File: src/rtl/cla_pipe_pkg.sv
// Shared constants, types and configuration check for the pipelined CLA adder.
package cla_pipe_pkg;

    localparam int GROUP_W = 4;

    typedef struct packed {
        logic p;
        logic g;
    } pgPair_t;

    // WIDTH must split into STAGES segments that are each a whole number of groups.
    function automatic bit cfgOk(int width, int stages);
        return (stages >= 1) && (stages <= width / GROUP_W) &&
               ((width % (GROUP_W * stages)) == 0);
    endfunction

endpackage

File: src/rtl/cla_pipe_adder_group4.sv
// 4-bit carry-lookahead group: sum bits plus group propagate/generate.
module cla_group4 (
    input  logic [3:0] a,
    input  logic [3:0] b,
    input  logic       ci,
    output logic [3:0] s,
    output logic       pg,
    output logic       gg
);

    logic [3:0] p;
    logic [3:0] g;
    logic [3:0] c;

    assign p = a ^ b;
    assign g = a & b;

    assign c[0] = ci;
    assign c[1] = g[0] | (p[0] & ci);
    assign c[2] = g[1] | (p[1] & g[0]) | (p[1] & p[0] & ci);
    assign c[3] = g[2] | (p[2] & g[1]) | (p[2] & p[1] & g[0]) | (p[2] & p[1] & p[0] & ci);

    assign s  = p ^ c;
    assign pg = &p;
    assign gg = g[3] | (p[3] & g[2]) | (p[3] & p[2] & g[1]) | (p[3] & p[2] & p[1] & g[0]);

endmodule

File: src/rtl/cla_pipe_adder.sv
// Pipelined carry-lookahead adder/subtractor, one WIDTH/STAGES segment per stage.
// Define CLA_PIPE_OVF_EN to add the registered signed-overflow output ovf.
module cla_pipe_adder
    import cla_pipe_pkg::*;
#(
    parameter int WIDTH  = 32,
    parameter int STAGES = 2
) (
    input  logic             clk,
    input  logic             rst,
    input  logic             in_valid,
    output logic             in_ready,
    input  logic [WIDTH-1:0] a,
    input  logic [WIDTH-1:0] b,
    input  logic             cin,
    input  logic             sub,
    output logic             out_valid,
    input  logic             out_ready,
    output logic [WIDTH-1:0] sum,
    output logic             cout
`ifdef CLA_PIPE_OVF_EN
    ,
    output logic             ovf
`endif
);

    localparam int SEG = WIDTH / STAGES;
    localparam int NG  = SEG / GROUP_W;

    if (!cfgOk(WIDTH, STAGES)) begin : g_badCfg
        $error("cla_pipe_adder: illegal WIDTH/STAGES combination");
    end

    logic [WIDTH-1:0] bEff;
    logic             c0;
    logic             advance;

    assign bEff    = sub ? ~b : b;
    assign c0      = sub | cin;
    assign advance = !out_valid | out_ready;
    assign in_ready = advance;

    // Register k feeds stage k; operands ride along so later segments arrive skewed.
    logic [STAGES:1][WIDTH-1:0] rA, rB, rS;
    logic [STAGES:1]            rC, rV;
    logic [STAGES-1:0][WIDTH-1:0] nxtSum;
    logic [STAGES-1:0]            nxtC;
`ifdef CLA_PIPE_OVF_EN
    logic nxtOvf;
    logic rO;
`endif

    for (genvar k = 0; k < STAGES; k++) begin : g_stage
        logic [SEG-1:0]   segA, segB, segS;
        logic             segC;
        logic [WIDTH-1:0] sumIn, nxt;
        pgPair_t [NG-1:0] grp;
        logic [NG:0]      gc;
        logic             term, carry;

        if (k == 0) begin : g_first
            assign segA  = a[0 +: SEG];
            assign segB  = bEff[0 +: SEG];
            assign segC  = c0;
            assign sumIn = '0;
        end else begin : g_later
            assign segA  = rA[k][k*SEG +: SEG];
            assign segB  = rB[k][k*SEG +: SEG];
            assign segC  = rC[k];
            assign sumIn = rS[k];
        end

        // Each group carry is a flat sum-of-products over group P/G and the stage carry-in.
        always_comb begin
            gc    = '0;
            term  = 1'b0;
            carry = 1'b0;
            gc[0] = segC;
            for (int unsigned j = 1; j <= NG; j++) begin
                term = segC;
                for (int unsigned i = 0; i < j; i++) term = term & grp[i].p;
                carry = term;
                for (int unsigned i = 0; i < j; i++) begin
                    term = grp[i].g;
                    for (int unsigned m = i + 1; m < j; m++) term = term & grp[m].p;
                    carry = carry | term;
                end
                gc[j] = carry;
            end
        end

        for (genvar g = 0; g < NG; g++) begin : g_group
            cla_group4 u_group (
                .a  (segA[g*GROUP_W +: GROUP_W]),
                .b  (segB[g*GROUP_W +: GROUP_W]),
                .ci (gc[g]),
                .s  (segS[g*GROUP_W +: GROUP_W]),
                .pg (grp[g].p),
                .gg (grp[g].g)
            );
        end

        always_comb begin
            nxt = sumIn;
            nxt[k*SEG +: SEG] = segS;
        end

        assign nxtSum[k] = nxt;
        assign nxtC[k]   = gc[NG];

`ifdef CLA_PIPE_OVF_EN
        if (k == STAGES - 1) begin : g_ovf
            // Carry into the MSB recovered as a^b^s at that bit.
            assign nxtOvf = segA[SEG-1] ^ segB[SEG-1] ^ segS[SEG-1] ^ gc[NG];
        end
`endif
    end

    always_ff @(posedge clk or posedge rst) begin
        if (rst) begin
            rA <= '0;
            rB <= '0;
            rS <= '0;
            rC <= '0;
            rV <= '0;
`ifdef CLA_PIPE_OVF_EN
            rO <= 1'b0;
`endif
        end else if (advance) begin
            rV[1] <= in_valid;
            rA[1] <= a;
            rB[1] <= bEff;
            rS[1] <= nxtSum[0];
            rC[1] <= nxtC[0];
            for (int unsigned k = 2; k <= STAGES; k++) begin
                rV[k] <= rV[k-1];
                rA[k] <= rA[k-1];
                rB[k] <= rB[k-1];
                rS[k] <= nxtSum[k-1];
                rC[k] <= nxtC[k-1];
            end
`ifdef CLA_PIPE_OVF_EN
            rO <= nxtOvf;
`endif
        end
    end

    // Already-consumed operand segments and the last operand register have no reader.
    logic unusedOperandBits;
    assign unusedOperandBits = ^{rA, rB};

    assign out_valid = rV[STAGES];
    assign sum       = rS[STAGES];
    assign cout      = rC[STAGES];
`ifdef CLA_PIPE_OVF_EN
    assign ovf       = rO;
`endif

endmodule

File: config.mk
export PLATFORM = sky130hd
export DESIGN_NAME = cla_pipe_adder
export DESIGN_NICKNAME = d
export VERILOG_FILES = /design/src/rtl/cla_pipe_pkg.sv /design/src/rtl/cla_pipe_adder_group4.sv /design/src/rtl/cla_pipe_adder.sv
export SDC_FILE = /design/constraint.sdc
export NUM_CORES = 1
export LEC_CHECK = 0
export BUFFER_PORTS_ARGS = -buffer_cell sky130_fd_sc_hd__buf_4
export CAP_MARGIN = 25
export CELL_PAD_IN_SITES_DETAIL_PLACEMENT = 0
export CELL_PAD_IN_SITES_GLOBAL_PLACEMENT = 1
export CORE_UTILIZATION = 35
export DETAILED_ROUTE_END_ITERATION = 10
export HOLD_SLACK_MARGIN = 0.15
export PLACE_DENSITY_LB_ADDON = 0.05
export SYNTH_ARGS = -nofsm -noshare
export SYNTH_HDL_FRONTEND = slang
export SYNTH_SLANG_ARGS = --single-unit
File: constraint.sdc
create_clock -name clk -period 4.72 [get_ports clk]
set_clock_uncertainty 0.05 [all_clocks]
set_input_delay 0.472 -clock clk [delete_from_list [all_inputs] [get_ports clk]]
set_output_delay 0.472 -clock clk [all_outputs]
set_load 0.03 [all_outputs]
==> impl_metrics.py, run 1 <==
metrics = {
    "detailed_routing": {
        "drt-total-wl_um": 10120,
        "drc_errors": 0,
        "vias": 3587,
        "viasPerCell": 4.616,
        "firstDrtPassIters": 4,
        "wire_per_inst_um": 13.02,
        "drtIter0Drc": 118,
        "drtAntennaViolNets": 0,
    },
    "synthesis": {
        "syn_area_per_cell_um2": 9.314,
        "synth_top_flop_cell": "dfrtp_1",
        "yosys.area.top_type": "dfrtp_1",
        "ys_async_sr_fraction": 1.000,
        "synth_nets": 614,
        "synth_cell_type_count": 48,
        "yosysWarnings": 0,
        "synth_area_leaders": "dfrtp_1 45%, nand2_1 12%, ha_1 8.5%, xnor2_1 4.9%, xor2_1 4.7%",
        "synthesis.instances": 504,
        "syn-cell-area_mm2": 0.004695,
        "synth-seq-area-share": 0.4478,
        "ys_seq_elements": 84,
        "synth.top_cell.area_share": 0.4478,
        "synthTopCellsByCount": "149 x nand2_1, 84 x dfrtp_1, 32 x ha_1",
        "synth_most_common_cell": "nand2_1",
        "synth_edf_count": 0,
    },
    "cts": {
        "numCtsBuffers": 9,
        "clock_latency_ns": 0.34,
        "hold_buffers": 0,
        "cts_root_buf": "clkbuf_16",
        "cts_resized": 0,
        "clk_path_buf_depth": 2,
        "htree_levels": 3,
        "clock_sinks": 84,
        "cts_tree": "yes",
        "cts_setup_buffers": 0,
        "clk_pin_slew_worst_paths_ns": 0.06,
    },
    "timing": {
        "slew_violations": 0,
        "grt_setup_unrepaired": "no",
        "max_clock_freq_mhz": 339.0,
        "hold_viol": 0,
        "period_share": 0.6249,
        "setup-violations-final": 0,
        "setup_tns_ns": 0,
        "slew-limit-headroom": 0.4064,
        "tightestPinTransition_ns": 0.8905,
        "fin_crit_ns": 2.949,
    },
    "die": {
        "row_count": 41,
        "fp.dieW_um": 117.8,
        "die_y_um": 117.8,
        "coreArea_mm2": 0.01282,
        "ios": 105,
        "die-area_mm2": 0.01388,
        "initial_core_util": 0.3660,
    },
    "layout": {
        "nNetsFinal": 710,
        "drive_gt1_frac": 0.2347,
        "area_delta_synth_final_pct": 26.12,
        "antenna-diode-count": 0,
        "seq_area_mm2": 0.002102,
        "fillers": 1337,
        "multiInputGateArea_mm2": 0.002457,
    },
    "worst_setup_path": {
        "path_class": "in2reg",
        "crit_path_max_fanout": 34,
        "r2r_cells": 9,
        "reg2reg_to": "sum[29]",
        "crit_path_start_kind": "input pin",
        "worstPathRequired_ns": 4.94,
        "reg2reg_from": "g_stage[1].segB[9]",
        "endpoint_kind": "register",
        "arrival_ns": 3.17,
        "reg2reg_setup_slack_ns": 2.15,
    },
    "grt": {
        "antenna_found_initial": 0,
        "grtUsageMet1": 0.1887,
        "grt_max_degree": 93,
        "use_met3": 0.04797,
        "grt-ovfl-total": 0,
        "grt_pass1_wl_um": 17510,
        "grt_pass1_vias": 3725,
        "grtUsageTotal": 0.1578,
        "met2_usage": 0.2662,
        "grt-busiest-layer": "met2",
    },
    "placed_design": {
        "routabilityCongestion": 0.8092,
        "io_buffers": 104,
        "dp_hpwl_um": 7339,
    },
    "power": {
        "power.total_mw": 2.852,
        "p_per_area_mw_per_mm2": 481.7,
        "p_leak_nw": 2.895,
        "ir_drop_v": 0.0001978,
    },
    "run_status": {
        "status": "finished, final reports clean",
    },
    "worst_hold_path": {
        "min_path_type": "in2async",
    },
    "flow_run": {
        "maxCapViolations": 0,
    },
}
## layout by cell type, fill, tap and decap left out, types with 4 or more instances in the layout
cell       synthesis  final
xor2_1            25     25
nand3_1            5      5
inv_1             13     12
buf_4              1    107
ha_1              32     32
nor2_1            31     31
dfrtp_1           84     84
fa_1               8      8
xnor2_1           26     26
nand2_1          149    149
o21ai_1            4      4
a21o_1             6      6
a21oi_1           23     23
clkbuf_16          0      9
o21ai_0           26     26
## sequential cells by signal, indices dropped and copies added, names as in the netlist
| name | cells |
|---|---|
| rV | 2 |
| g_stage.sumIn | 16 |
| rC | 2 |
| sum | 32 |
| g_stage.segA | 16 |
| g_stage.segB | 16 |
## metal layers
layer  share of wire  wire length (um)  up-vias
li1                -                 -     1860
met1            0.44              4494     1639
met2            0.49              4924       75
met3           0.053               533       13
met4           0.017               167        0
met5               0                 0        -
## stage by stage
stage | hold slack, ns | cell area (um^2) | worst slack (ns) | utilization | cells
2_1_floorplan | 0.3800 | 4695 | 1.679 | - | 504
3_3_place_gp | 0.3899 | 5632 | 1.414 | 0.4391 | 761
3_5_place_dp | 0.4047 | 5632 | 1.356 | 0.4391 | 761
4_1_cts | 0.1835 | 5921 | 1.716 | 0.4617 | 777
5_1_grt | 0.2127 | 5921 | 1.458 | 0.4617 | 777
6_report | 0.1660 | 5921 | 1.771 | 0.4617 | 777
## how the worst max path moves through the flow
stage	endpoint	startpoint	cells past startpoint
6_report	g_stage[1].sumIn[12]	sub	10
5_1_grt	g_stage[1].sumIn[12]	sub	10
4_1_cts	g_stage[1].sumIn[12]	sub	10
3_5_place_dp	g_stage[1].sumIn[12]	sub	10
3_3_place_gp	g_stage[1].sumIn[12]	sub	10
2_1_floorplan	g_stage[1].sumIn[12]	sub	11
## area by class of cell
| cell class | instances | share of cell area |
|---|---|---|
| inverters | 14 | 0.009087 |
| repair buffers | 107 | 0.1357 |
| multi-input cells | 384 | 0.4150 |
| clock inverters | 3 | 0.003170 |
| well taps | 172 | 0.03635 |
| clock buffers | 13 | 0.04565 |
| flip-flops and latches | 84 | 0.3550 |
## critical path: stages
cell      delay (ns)
buf_4           0.45
xor2_1          0.20
ha_1            0.29
a21oi_1         0.30
a21oi_4         0.12
o21ai_2         0.31
nor2_1          0.07
a311oi_1        0.35
fa_1            0.47
a21oi_1         0.13
## where the power goes
part | total (mW) | internal, mW | switching, mW | leakage (nW)
clock network | 0.676 | 0.400 | 0.276 | 0.146
registers | 1.05 | 0.927 | 0.120 | 0.993
logic | 1.13 | 0.457 | 0.672 | 1.76
## cell families after synthesis
group	share of synthesized area
AO/OA/AOI/OAI	0.1351
XOR/XNOR	0.09515
adder cells (fa/ha/maj)	0.1194
buffers and inverters	0.03038
flip-flops	0.4478
multiplexers	0.002132
AND/OR/NAND/NOR	0.1700
No activity file was read; power rests on OpenSTA's default activity.
==> run 2: changes to the inputs <==
- clock period: 4.72 -> 2.5 ns (I/O delays scaled with it)
==> impl_metrics.py, run 2 (synthesis gave the netlist of run 1 again) <==
metrics = {
    "run_status": {
        "status": "finished, final reports clean",
    },
    "grt": {
        "grt_pass1_vias": 3923,
        "grtUsageTotal": 0.1686,
        "grt_max_degree": 93,
        "grt_pass1_wl_um": 18610,
        "grt-ovfl-total": 0,
        "antenna_found_initial": 0,
    },
    "layout": {
        "nNetsFinal": 758,
        "instances_no_fill": 825,
        "antenna-diode-count": 0,
        "drive_gt1_frac": 0.2573,
        "final_core_util": 0.5036,
        "area_delta_synth_final_pct": 37.58,
        "fillers": 1209,
        "layout_commonest_cell": "nand2_1",
        "final_cell_mix": "149 x nand2_1, 125 x buf_4, 84 x dfrtp_1, 32 x ha_1, 31 x nor2_1",
        "largest_register_ffs": 32,
    },
    "die": {
        "die-area_mm2": 0.01388,
        "die_y_um": 117.8,
        "coreArea_mm2": 0.01282,
        "initial_core_util": 0.3660,
        "row_count": 41,
        "ios": 105,
        "fp.dieW_um": 117.8,
    },
    "cts": {
        "clock_sinks": 84,
        "clk_path_buf_depth": 2,
        "numCtsBuffers": 9,
        "clock_latency_ns": 0.35,
        "cts_tree": "yes",
        "clk_pin_slew_worst_paths_ns": 0.06,
        "cts_root_buf": "clkbuf_16",
        "htree_levels": 3,
    },
    "power": {
        "switching_share": 0.3605,
        "clock_power_share": 0.268,
        "power_frac_seq": 0.342,
        "p_per_area_mw_per_mm2": 901.0,
        "switchingPower_mw": 2.098,
        "p_int_mw": 3.722,
        "ir_drop_v": 0.0003728,
        "p_leak_nw": 3.140,
        "combPwrFrac": 0.391,
    },
    "detailed_routing": {
        "drtIter0Drc": 144,
        "wire_per_inst_um": 13.08,
        "drc_errors": 0,
        "drtAntennaViolNets": 0,
        "drt-total-wl_um": 10790,
        "firstDrtPassIters": 4,
        "viasPerCell": 4.596,
        "vias": 3792,
    },
    "flow_run": {
        "maxCapViolations": 0,
    },
    "timing": {
        "slew_violations": 0,
        "period_share": 0.9486,
        "tightestPinTransition_ns": 0.5631,
        "setup-violations-final": 0,
        "fin_crit_ns": 2.371,
        "grt_setup_unrepaired": "no",
        "fin_hold_ws_ns": 0.1613,
        "hold_viol": 0,
        "slew-limit-headroom": 0.6240,
        "setup_tns_ns": 0,
        "max_clock_freq_mhz": 421.7,
    },
    "worst_setup_path": {
        "worstPathRequired_ns": 2.67,
        "reg2reg_setup_slack_ns": 0.13,
        "path_class": "reg2reg",
        "crit_path_max_fanout": 2,
        "arrival_ns": 2.54,
        "crit_path_start_kind": "register",
        "endpoint_kind": "register",
    },
    "worst_hold_path": {
        "min_path_type": "in2reg",
    },
    "placed_design": {
        "io_buffers": 104,
        "routabilityCongestion": 0.8714,
        "dp.cells": 780,
        "dp_hpwl_um": 7949,
    },
}
==> run 2: area by class of cell <==
cell class / instances / area [um^2] / share of cell area
inverter: 14 / 53.80 / 0.008330
tap: 172 / 215.2 / 0.03332
timing repair buffer: 155 / 1259 / 0.1949
sequential: 84 / 2102 / 0.3255
clock inverter: 6 / 111.4 / 0.01724
clock buffer: 10 / 239.0 / 0.03700
multi-input combinational: 384 / 2479 / 0.3838
==> run 2: what timing repair did <==
action / 4_1_cts / 5_1_grt
gates resized for setup: 0 / 1
setup buffers: 0 / 1
hold buffers: 28 / 0
setup endpoints to repair: 0 / 1
hold endpoints to repair: 111 / 0
==> run 2: power by group through the flow <==
stage	Sequential (mW)	Clock, mW	Combinational [mW]
floorplan	2.41	0	1.03
global placement	2.01	0	2.24
detailed placement	2.02	0	2.26
CTS	2.00	1.60	2.30
global route	2.04	1.66	2.51
finish	1.99	1.56	2.27
==> run 2: worst paths after layout <==
check | start | depth (start not counted) | end
hold reg to reg | rV[1] | 2 | rV[1]
max in group asynchronous | rst | 4 | sum[10]
setup / recovery | g_stage[1].segB[5] | 9 | sum[29]
hold / removal | b[28] | 3 | g_stage[1].segB[12]
min in group asynchronous | rst | 3 | sum[0]
setup reg to reg | g_stage[1].segB[5] | 9 | sum[29]
==> run 2: metrics by stage <==
stage	setup slack (ns)	area, um^2	power (mW)
2_1_floorplan	-0.08770	4730	3.441
4_1_cts	0.06462	6447	5.900
3_5_place_dp	-0.02553	5817	4.275
5_1_grt	0.009306	6459	6.206
6_report	0.1286	6459	5.819
3_3_place_gp	0.01116	5817	4.244
==> run 2: routing by layer <==
layer	GRT usage	vias to the layer above	wire length (um)
li1	-	1959	-
met4	0.07292	0	223
met1	0.2075	1728	4943
met2	0.2757	90	5066
met3	0.04651	15	554
met5	0	-	0
==> run 2: critical path, stage by stage (launching register included) <==
cell      delay [ns]
dfrtp_1         0.39
ha_1            0.32
a211oi_2        0.21
nor2_1          0.10
o221ai_2        0.15
nand2_1         0.11
a21o_1          0.21
fa_1            0.43
xnor2_1         0.18
o21ai_0         0.09
